==> src/rtl/trig_pulse_gen.sv <==
// Trigger pulse generator: drives a negative-going pulse onto a single trigger
// line. The low time is programmable and never shorter than MIN_LOW. A
// programmable high-time holdoff follows it. Requests that arrive while a
// sequence is in flight are counted in a saturating counter. They are not queued.
//
// Request handshake: trig_i is a strobe with no ready signal. A request is
// accepted if the FSM is IDLE at the sampling edge. Otherwise it is dropped and
// counted as a miss. Only registered values drive the outputs. No combinational
// path exists from trig_i to any output.
module trig_pulse_gen #(
    parameter int CNT_W   = 16,
    parameter int MIN_LOW = 12,
    parameter int MISS_W  = 8
) (
    input  logic              clk_i,
    input  logic              rstn_i,
    input  logic              trig_i,
    input  logic [CNT_W-1:0]  low_cycles_i,
    input  logic [CNT_W-1:0]  hold_cycles_i,
    input  logic              miss_clr_i,
    output logic              line_o,
    output logic              busy_o,
    output logic              done_o,
    output logic [MISS_W-1:0] miss_cnt_o,
    output logic [1:0]        state_o
);

    typedef enum logic [1:0] {
        ST_IDLE = 2'd0,
        ST_LOW  = 2'd1,
        ST_HOLD = 2'd2
    } state_t;

    localparam logic [CNT_W-1:0] MIN_LOW_C = CNT_W'(MIN_LOW);
    localparam logic [CNT_W-1:0] ONE_C     = CNT_W'(1);

    state_t              r_state;
    logic [CNT_W-1:0]    r_cnt;
    logic [CNT_W-1:0]    r_hold;
    logic                r_line;
    logic                r_busy;
    logic                r_done;
    logic [MISS_W-1:0]   r_miss;

    logic [CNT_W-1:0]    w_low_len;
    logic                w_cnt_zero;
    logic                w_hold_zero;
    logic                w_in_seq;
    logic                w_miss_sat;

    // Clamp the requested low time so downstream detectors always qualify it
    assign w_low_len   = (low_cycles_i < MIN_LOW_C) ? MIN_LOW_C : low_cycles_i;
    assign w_cnt_zero  = (r_cnt == '0);
    assign w_hold_zero = (r_hold == '0);
    assign w_in_seq    = (r_state != ST_IDLE);
    assign w_miss_sat  = &r_miss;

    // Sequencer: IDLE -> LOW (N cycles) -> HOLD (H cycles, skipped if 0) -> IDLE
    always_ff @(posedge clk_i or negedge rstn_i) begin
        if (!rstn_i) begin
            r_state <= ST_IDLE;
            r_cnt   <= '0;
            r_hold  <= '0;
            r_line  <= 1'b1;
            r_busy  <= 1'b0;
            r_done  <= 1'b0;
        end else begin
            r_done <= 1'b0;
            case (r_state)
                ST_IDLE: begin
                    r_line <= 1'b1;
                    r_busy <= 1'b0;
                    if (trig_i) begin
                        // Lengths are latched only here, so later input changes
                        // cannot stretch or cut a pulse in flight
                        r_cnt   <= w_low_len - ONE_C;
                        r_hold  <= hold_cycles_i;
                        r_state <= ST_LOW;
                        r_line  <= 1'b0;
                        r_busy  <= 1'b1;
                    end
                end
                ST_LOW: begin
                    if (!w_cnt_zero) begin
                        r_cnt <= r_cnt - ONE_C;
                    end else if (!w_hold_zero) begin
                        r_cnt   <= r_hold - ONE_C;
                        r_state <= ST_HOLD;
                        r_line  <= 1'b1;
                    end else begin
                        r_state <= ST_IDLE;
                        r_line  <= 1'b1;
                        r_busy  <= 1'b0;
                        r_done  <= 1'b1;
                    end
                end
                ST_HOLD: begin
                    if (!w_cnt_zero) begin
                        r_cnt <= r_cnt - ONE_C;
                    end else begin
                        r_state <= ST_IDLE;
                        r_busy  <= 1'b0;
                        r_done  <= 1'b1;
                    end
                end
                default: begin
                    r_state <= ST_IDLE;
                    r_cnt   <= '0;
                    r_line  <= 1'b1;
                    r_busy  <= 1'b0;
                end
            endcase
        end
    end

    // Saturating count of requests dropped while busy; a clear beats a miss
    always_ff @(posedge clk_i or negedge rstn_i) begin
        if (!rstn_i) begin
            r_miss <= '0;
        end else if (miss_clr_i) begin
            r_miss <= '0;
        end else if (trig_i && w_in_seq && !w_miss_sat) begin
            r_miss <= r_miss + MISS_W'(1);
        end
    end

    assign line_o     = r_line;
    assign busy_o     = r_busy;
    assign done_o     = r_done;
    assign miss_cnt_o = r_miss;
    assign state_o    = r_state;

endmodule

==> config.mk <==
export PLATFORM = sky130hd
export DESIGN_NAME = trig_pulse_gen
export DESIGN_NICKNAME = d
export VERILOG_FILES = /design/src/rtl/trig_pulse_gen.sv
export SDC_FILE = /design/constraint.sdc
export NUM_CORES = 1
export LEC_CHECK = 0
export CAP_MARGIN = 20
export CORE_ASPECT_RATIO = 1.4
export CORE_MARGIN = 5
export CORE_UTILIZATION = 35
export CTS_CLUSTER_DIAMETER = 100
export DETAILED_ROUTE_END_ITERATION = 16
export PLACE_DENSITY_LB_ADDON = 0.25
export SYNTH_ARGS = -nofsm -noshare
export SYNTH_HDL_FRONTEND = slang
export SYNTH_SLANG_ARGS = --single-unit
export TNS_END_PERCENT = 10
==> constraint.sdc <==
create_clock -name clk_i -period 2.4 [get_ports clk_i]
set_clock_uncertainty 0.15 [all_clocks]
set_input_delay 0.36 -clock clk_i [delete_from_list [all_inputs] [get_ports clk_i]]
set_output_delay 0.36 -clock clk_i [all_outputs]
set_load 0.01 [all_outputs]
==> summary.txt, run 1 <==
Outcome
  – Status: finished with violations
  – Violated checks: setup timing

Synth
  – Synth top area share: 0.3530
  – Most common flop cell mapped by yosys: dfrtp_1
  – Syn_area_per_cell: 8.938 um2
  – Main area contributors after synthesis: dfrtp_1 35%, mux2_2 5.8%, xor2_1 5.1%
  – Yosys reg bits: 45
  – Register area share after synthesis: 0.3614
  – EDFF count, synth: 0
  – Net Count, Synth: 393
  – Post-Syn Instances: 349
  – Synth area leader: dfrtp_1
  – Cell Area, Synth: 0.003119 mm2
  – Yosys warns: 0
  – Distinct cells, synth: 61
  – Synth cell count leaders: 44 x dfrtp_1, 36 x nand2_1, 32 x nor2_1, 23 x a21oi_1, 18 x xor2_1
  – Synth async-reset ratio: 1.000
  – Count leader, synth: dfrtp_1

Timing
  – Crit path time final: 2.491 ns
  – Fin. Hold Viols: 0
  – Period utilization: 1.038
  – Worst hold slack: 0.002374 ns
  – Setup TNS: -0.2437 ns
  – Worst Tran Pin Value: 0.5895 ns
  – Setup Viol. Count Final: 5
  – Setup ws final: -0.09132 ns
  – RSZ-0062 raised after global routing: true
  – Slew headroom: 0.6070
  – Fmax: 0.4014 GHz
  – Slew Viols, Final: 0

Routing
  – Number of nets with antenna violations after routing: 0
  – Avg WL per Cell: 16.30 um
  – Vias: 3100
  – Initial DRC Count: 190
  – Drt first pass iters: 4
  – Drt via density: 5.410
  – Final wirelength: 9.339 mm
  – DRC violations left: 0

Floorplanning
  – Full die area: 0.01093 mm2
  – Cell Rows: 40
  – Placeable Area: 0.008658 mm2
  – IO Count: 49
  – Initial Util: 0.3603
  – DIE HEIGHT: 121.7 um
  – Chip Width: 89.79 um

GRT
  – First-pass GRT wire length: 15.86 mm
  – GRT overflow: 0
  – Vias in the first global route: 3269
  – All-Layer GR Usage: 0.1774
  – Largest net degree at the start of global routing: 46
  – Initial antenna violation count: 0

Setup path
  – Endpoint type of the worst setup path: flop
  – Worst EP required: 2.42 ns
  – Worst EP arrival: 2.51 ns
  – Startpoint types: input pin
  – Critical path type: input pin to flop
  – Maximum fanout along the worst path: 6

Clocking
  – Inserted Clock Buffers: 5
  – CTS tree: done
  – CTS root buf: clkbuf_16
  – Reg clk slew, reported paths: 0.07 ns
  – H-Tree Depth: 2
  – Hold-fix buffers, CTS: 0
  – CTS sink count: 45
  – Clock buffer depth: 2
  – Worst skew pair latency: 0.29 ns

Power
  – Maximum VDD drop: 429.6 uV
  – Leakage: 1.841 nW
  – Total power: 4.229 mW
  – Pwr/cell area: 952.6 mW/mm2

Cells and area
  – Layout Cells excl Fill: 573
  – Final core utilization: 0.5127
  – Design area: 0.004439 mm2
  – Number of fill cells in the layout: 832
  – Number of diodes: 0
  – Syn-to-layout area delta: 42.32%
  – Layout cells sized above 1: 0.2970
  – Nets: 511

Placed design
  – GP Congestion: 0.9035
  – Placed cell areas: 0.004233 mm2
  – Port bufs: 48
  – Inst Count DP: 558
  – Hpwl dp: 7.210 mm
  – DP Worst Slack: -0.8701 ns

Job
  – MaxCap Viol Count: 0

Min path
  – Hold WC Path Type: input pin to asynchronous set/reset pin
[cell families (layout without fill, tap and decap cells)]
kind of cell,count (synthesis),after routing,synth area share
multiplexers,22,22,0.07702
buffers and inverters,23,142,0.03409
AO/OA/AOI/OAI,83,83,0.1753
adder cells (fa/ha/maj),8,8,0.03209
XOR/XNOR,27,27,0.07581
flip-flops,45,45,0.3614
AND/OR/NAND/NOR,141,141,0.2443
[critical path: stages]
cell,delay (ns)
buf_2,0.12
nor4_4,0.28
and3_4,0.25
nand2_4,0.06
nand2_2,0.09
ha_4,0.14
or3b_4,0.42
nor4_4,0.18
nor2b_2,0.20
xor2_1,0.08
a211oi_1,0.26
o21ai_1,0.08
[final timing paths]
path                                 startpoint                      to  slack [ns]  cells past startpoint
max reg2reg                r_cnt[0]$_DFFE_PN0P_   r_cnt[12]$_DFFE_PN0P_        0.03                      8
max                             low_cycles_i[9]   r_cnt[14]$_DFFE_PN0P_       -0.09                     12
min                                      rstn_i    r_cnt[0]$_DFFE_PN0P_       0.002                      2
min reg2reg                  line_o$_DFFE_PN1P_      line_o$_DFFE_PN1P_        0.35                      2
min in group clk_i           line_o$_DFFE_PN1P_      line_o$_DFFE_PN1P_        0.35                      2
max in group asynchronous                rstn_i  r_hold[15]$_DFFE_PN0P_        1.69                      2
[flip-flops by register name (all words and copies together), names as in the netlist]
| register | cells |
|---|---|
| r_hold | 16 |
| line_o | 1 |
| r_cnt | 16 |
| done_o | 1 |
| miss_cnt_o | 8 |
| busy_o | 1 |
| state_o | 2 |
[layout by cell type, fill, tap and decap left out, types with 3 or more instances in the layout]
cell type	instances
nor2_1	32
nand3_1	8
o21ai_0	13
inv_1	12
nor4_4	5
ha_1	7
buf_2	8
or4_1	4
o31ai_1	3
clkdlybuf4s50_1	35
nand2_1	33
o41ai_1	3
or2_2	5
a21oi_1	23
nand4_1	5
buf_4	74
o211ai_1	3
nor3_1	11
o221ai_1	4
or3_1	6
clkbuf_16	5
dfrtp_1	44
a211oi_1	6
mux2_2	16
nor4_1	5
o22ai_1	7
a31oi_1	3
xor2_1	18
xnor2_1	9
mux2i_1	6
nor4_2	6
[power breakdown]
part	leakage, nW	switching, mW	internal [mW]
Sequential	0.557	0.294	1.07
Clock	0.0706	0.284	0.383
Combinational	1.21	1.10	1.10
Total	1.84	1.67	2.56
[what timing repair did]
action,4_1_cts,5_1_grt
gates resized for setup,53,3
setup buffers,7,0
cloned,0,0
endpoints found under the setup margin,7,16
pin swaps,9,2
[metal layers]
metal / global-route usage / vias to the layer above / wire, um / share of wire
met5: 0 / - / 0 / 0
met4: 0.07656 / 0 / 252 / 0.027
met3: 0.03582 / 16 / 388 / 0.042
met2: 0.3173 / 79 / 4798 / 0.51
met1: 0.2038 / 1473 / 3900 / 0.42
li1: - / 1532 / - / -
[cell type report]
type                       count  area (um2)  share of cell area
multi-input combinational    281        1997              0.4498
sequential                    45        1127              0.2539
timing repair buffer         122       999.7              0.2252
tap                          105       131.4             0.02959
clock buffer                   6       128.9             0.02903
inverter                      12       45.04             0.01015
clock inverter                 2       10.01            0.002255
No activity file was read; power rests on OpenSTA's default activity.
==> run 2: changes to the inputs <==
Settings changed: CTS_BUF_LIST from default to sky130_fd_sc_hd__clkbuf_2, RECOVER_POWER from default to 50.
==> run 2 against run 1 <==
The run still ends with setup timing left. Largest power group unchanged. Count of clock-buffer cells in the layout unchanged. Routed wire length up 2.3%. Largest cell class unchanged. Critical endpoint is now r_cnt[12]$_DFFE_PN0P_. Sequential share of layout area up 0.27 points. Core utilization down 0.53 points. Setup slack better by 0.082 ns.
==> summary.txt, run 2 (synthesized netlist as in run 1, its figures left out) <==
Timing
  – Slew headroom: 0.2332 (was 0.6070)
  – Setup ws final: -0.009209 ns (was -0.09132 ns)
  – Crit path time final: 2.409 ns (was 2.491 ns)
  – Setup TNS: -0.009209 ns (was -0.2437 ns)
  – Worst Tran Pin Value: 1.150 ns (was 0.5895 ns)
  – Fin. Hold Viols: 0 (unchanged)
  – Fmax: 0.4151 GHz (was 0.4014 GHz)
  – Worst hold slack: 0.3571 ns (was 0.002374 ns)
  – Period utilization: 1.004 (was 1.038)
  – RSZ-0062 raised after global routing: true (unchanged)
  – Setup Viol. Count Final: 1 (was 5)
  – Slew Viols, Final: 0 (unchanged)

Clocking
  – CTS tree: done (unchanged)
  – Worst skew pair latency: 0.44 ns (was 0.29 ns)
  – H-Tree Depth: 2 (unchanged)
  – Inserted Clock Buffers: 5 (unchanged)
  – Reg clk slew, reported paths: 0.24 ns (was 0.07 ns)
  – Clock buffer depth: 2 (unchanged)
  – CTS root buf: clkbuf_2 (was clkbuf_16)
  – CTS sink count: 45 (unchanged)

Routing
  – Initial DRC Count: 236 (was 190)
  – DRC violations left: 0 (unchanged)
  – Drt via density: 5.478 (was 5.410)
  – Avg WL per Cell: 16.53 um (was 16.30 um)
  – Vias: 3166 (was 3100)
  – Number of nets with antenna violations after routing: 0 (unchanged)
  – Final wirelength: 9.555 mm (was 9.339 mm)
  – Drt first pass iters: 4 (unchanged)

Cells and area
  – Leading cell type in the layout, fill and taps excluded: buf_4 (unchanged)
  – Most frequent cells in the layout: 75 x buf_4, 44 x dfrtp_1, 35 x clkdlybuf4s50_1, 33 x nand2_1, 32 x nor2_1 (was 74 x buf_4, 44 x dfrtp_1, 35 x clkdlybuf4s50_1, 33 x nand2_1, 32 x nor2_1)
  – Design area: 0.004393 mm2 (was 0.004439 mm2)
  – Layout cells sized above 1: 0.3066 (was 0.2970)
  – Number of diodes: 0 (unchanged)
  – Layout Cells excl Fill: 578 (was 573)
  – Nets: 516 (was 511)
  – Syn-to-layout area delta: 40.83% (was 42.32%)

Setup path
  – Worst EP required: 2.62 ns (was 2.42 ns)
  – Endpoint type of the worst setup path: flop (unchanged)
  – Critical path type: flop to flop (was input pin to flop)
  – Slowest cell on crit path: dfrtp_1 (was or3b_4)
  – Startpoint types: flop (was input pin)
  – Crit path cell chain: inv_1 > ha_1 > and4_1 > and3_1 > a221o_2 > buf_6 > a21o_1 > a22o_1 (was buf_2 > nor4_4 > and3_4 > nand2_4 > nand2_2 > ha_4 > or3b_4 > nor4_4 > nor2b_2 > xor2_1 > a211oi_1 > o21ai_1)
  – Buf/Inv on CP: 2 (was 1)
  – Worst EP arrival: 2.63 ns (was 2.51 ns)
  – Crit-path leading delay family: compound AO/OA/AOI/OAI gates (was simple AND/OR/NAND/NOR gates)
  – Slowest stage delay, CP: 0.46 ns (was 0.42 ns)
  – Maximum fanout along the worst path: 14 (was 6)

Floorplanning
  – Full die area: 0.01093 mm2 (unchanged)
  – Placeable Area: 0.008658 mm2 (unchanged)
  – Chip Width: 89.79 um (unchanged)
  – DIE HEIGHT: 121.7 um (unchanged)
  – Initial Util: 0.3603 (unchanged)
  – Cell Rows: 40 (unchanged)
  – IO Count: 49 (unchanged)

Job
  – MaxCap Viol Count: 0 (unchanged)

Placed design
  – Inst Count DP: 558 (unchanged)
  – Hpwl dp: 7.210 mm (unchanged)
  – Placed cell areas: 0.004233 mm2 (unchanged)
  – GP Congestion: 0.9035 (unchanged)
  – Port bufs: 48 (unchanged)

Power
  – Clock power share: 0.082 (was 0.158)
  – Net Sw Frac: 0.4254 (was 0.3958)
  – Total power: 3.951 mW (was 4.229 mW)
  – Pwr/cell area: 899.5 mW/mm2 (was 952.6 mW/mm2)
  – Maximum VDD drop: 361.6 uV (was 429.6 uV)
  – Int Power: 2.270 mW (was 2.555 mW)
  – Switching power: 1.681 mW (was 1.674 mW)
  – Power share of the sequential group: 0.347 (was 0.323)
  – Leakage: 1.828 nW (was 1.841 nW)
  – Logic gate share of total power: 0.571 (was 0.519)

GRT
  – Vias in the first global route: 3282 (was 3269)
  – All-Layer GR Usage: 0.1765 (was 0.1774)
  – First-pass GRT wire length: 15.86 mm (unchanged)
  – Largest net degree at the start of global routing: 46 (unchanged)
  – Initial antenna violation count: 0 (unchanged)
  – GRT overflow: 0 (unchanged)

Outcome
  – Violated checks: setup timing (unchanged)
  – Status: finished with violations (unchanged)

Min path
  – Hold WC Path Type: input pin to flop (was input pin to asynchronous set/reset pin)
run 2: cell count changes in the layout (fill, tap and decap cells not counted), sizes merged:
cell	change
or2	+1
clkdlybuf4s15	-1
clkbuf	+5
buf	-1
dlygate4sd3	+1
run 2: final timing paths:
path | startpoint | endpoint | slack [ns] | cells after the start
worst max register to register | r_cnt[0]$_DFFE_PN0P_ | r_cnt[12]$_DFFE_PN0P_ | -0.009 | 8
worst min-delay path | low_cycles_i[5] | r_cnt[5]$_DFFE_PN0P_ | 0.36 | 5
min in group asynchronous | rstn_i | r_cnt[0]$_DFFE_PN0P_ | 0.56 | 3
worst max-delay path | r_cnt[0]$_DFFE_PN0P_ | r_cnt[12]$_DFFE_PN0P_ | -0.009 | 8
worst min register to register | line_o$_DFFE_PN1P_ | line_o$_DFFE_PN1P_ | 0.37 | 2
max in group asynchronous | rstn_i | r_hold[15]$_DFFE_PN0P_ | 0.81 | 3
run 2: cell type report:
class | count | area, um2
flip-flops and latches | 45 | 1127
multi-input cells | 282 | 2034
fillers | 843 | 4265
well taps | 105 | 131.4
clock inverters | 2 | 10.01
clock buffers | 6 | 30.03
inverters | 12 | 45.04
repair buffers | 126 | 1015
run 2: per-layer routing:
metal | global-route usage | up-vias | wire [um]
met1 | 0.2035 | 1506 | 3938
met4 | 0.07750 | 0 | 275
li1 | - | 1547 | -
met3 | 0.03212 | 20 | 414
met5 | 0 | - | 0
met2 | 0.3168 | 93 | 4926
run 2: stage by stage:
step,util,worst slack [ns]
floorplan,-,-0.5410
global placement,0.4889,-0.8251
detailed placement,0.4889,-0.8701
CTS,0.5014,0.0005431
global route,0.5074,-0.08961
finish,0.5074,-0.009209
run 2: tightest hold or removal path, stage by stage:
cell	delay [ns]
clkbuf_2	0.12
buf_4	0.14
xor2_1	0.07
a21oi_1	0.13
o221ai_1	0.11
run 2: what timing repair did:
item	4_1_cts	5_1_grt
resized for setup	35	20
buffers inserted	7	3
pin swaps	9	15
hold endpoints to repair	44	0
hold buffers	1	0
endpoints found under the setup margin	6	16
cloned	0	1
run 2: power groups by stage:
| stage | clock network [mW] | registers, mW | logic (mW) |
|---|---|---|---|
| 2_1_floorplan | 0 | 1.39 | 1.25 |
| 3_3_place_gp | 0 | 1.36 | 2.16 |
| 3_5_place_dp | 0 | 1.38 | 2.18 |
| 4_1_cts | 0.340 | 1.36 | 2.20 |
| 5_1_grt | 0.365 | 1.43 | 2.48 |
| 6_report | 0.325 | 1.37 | 2.26 |
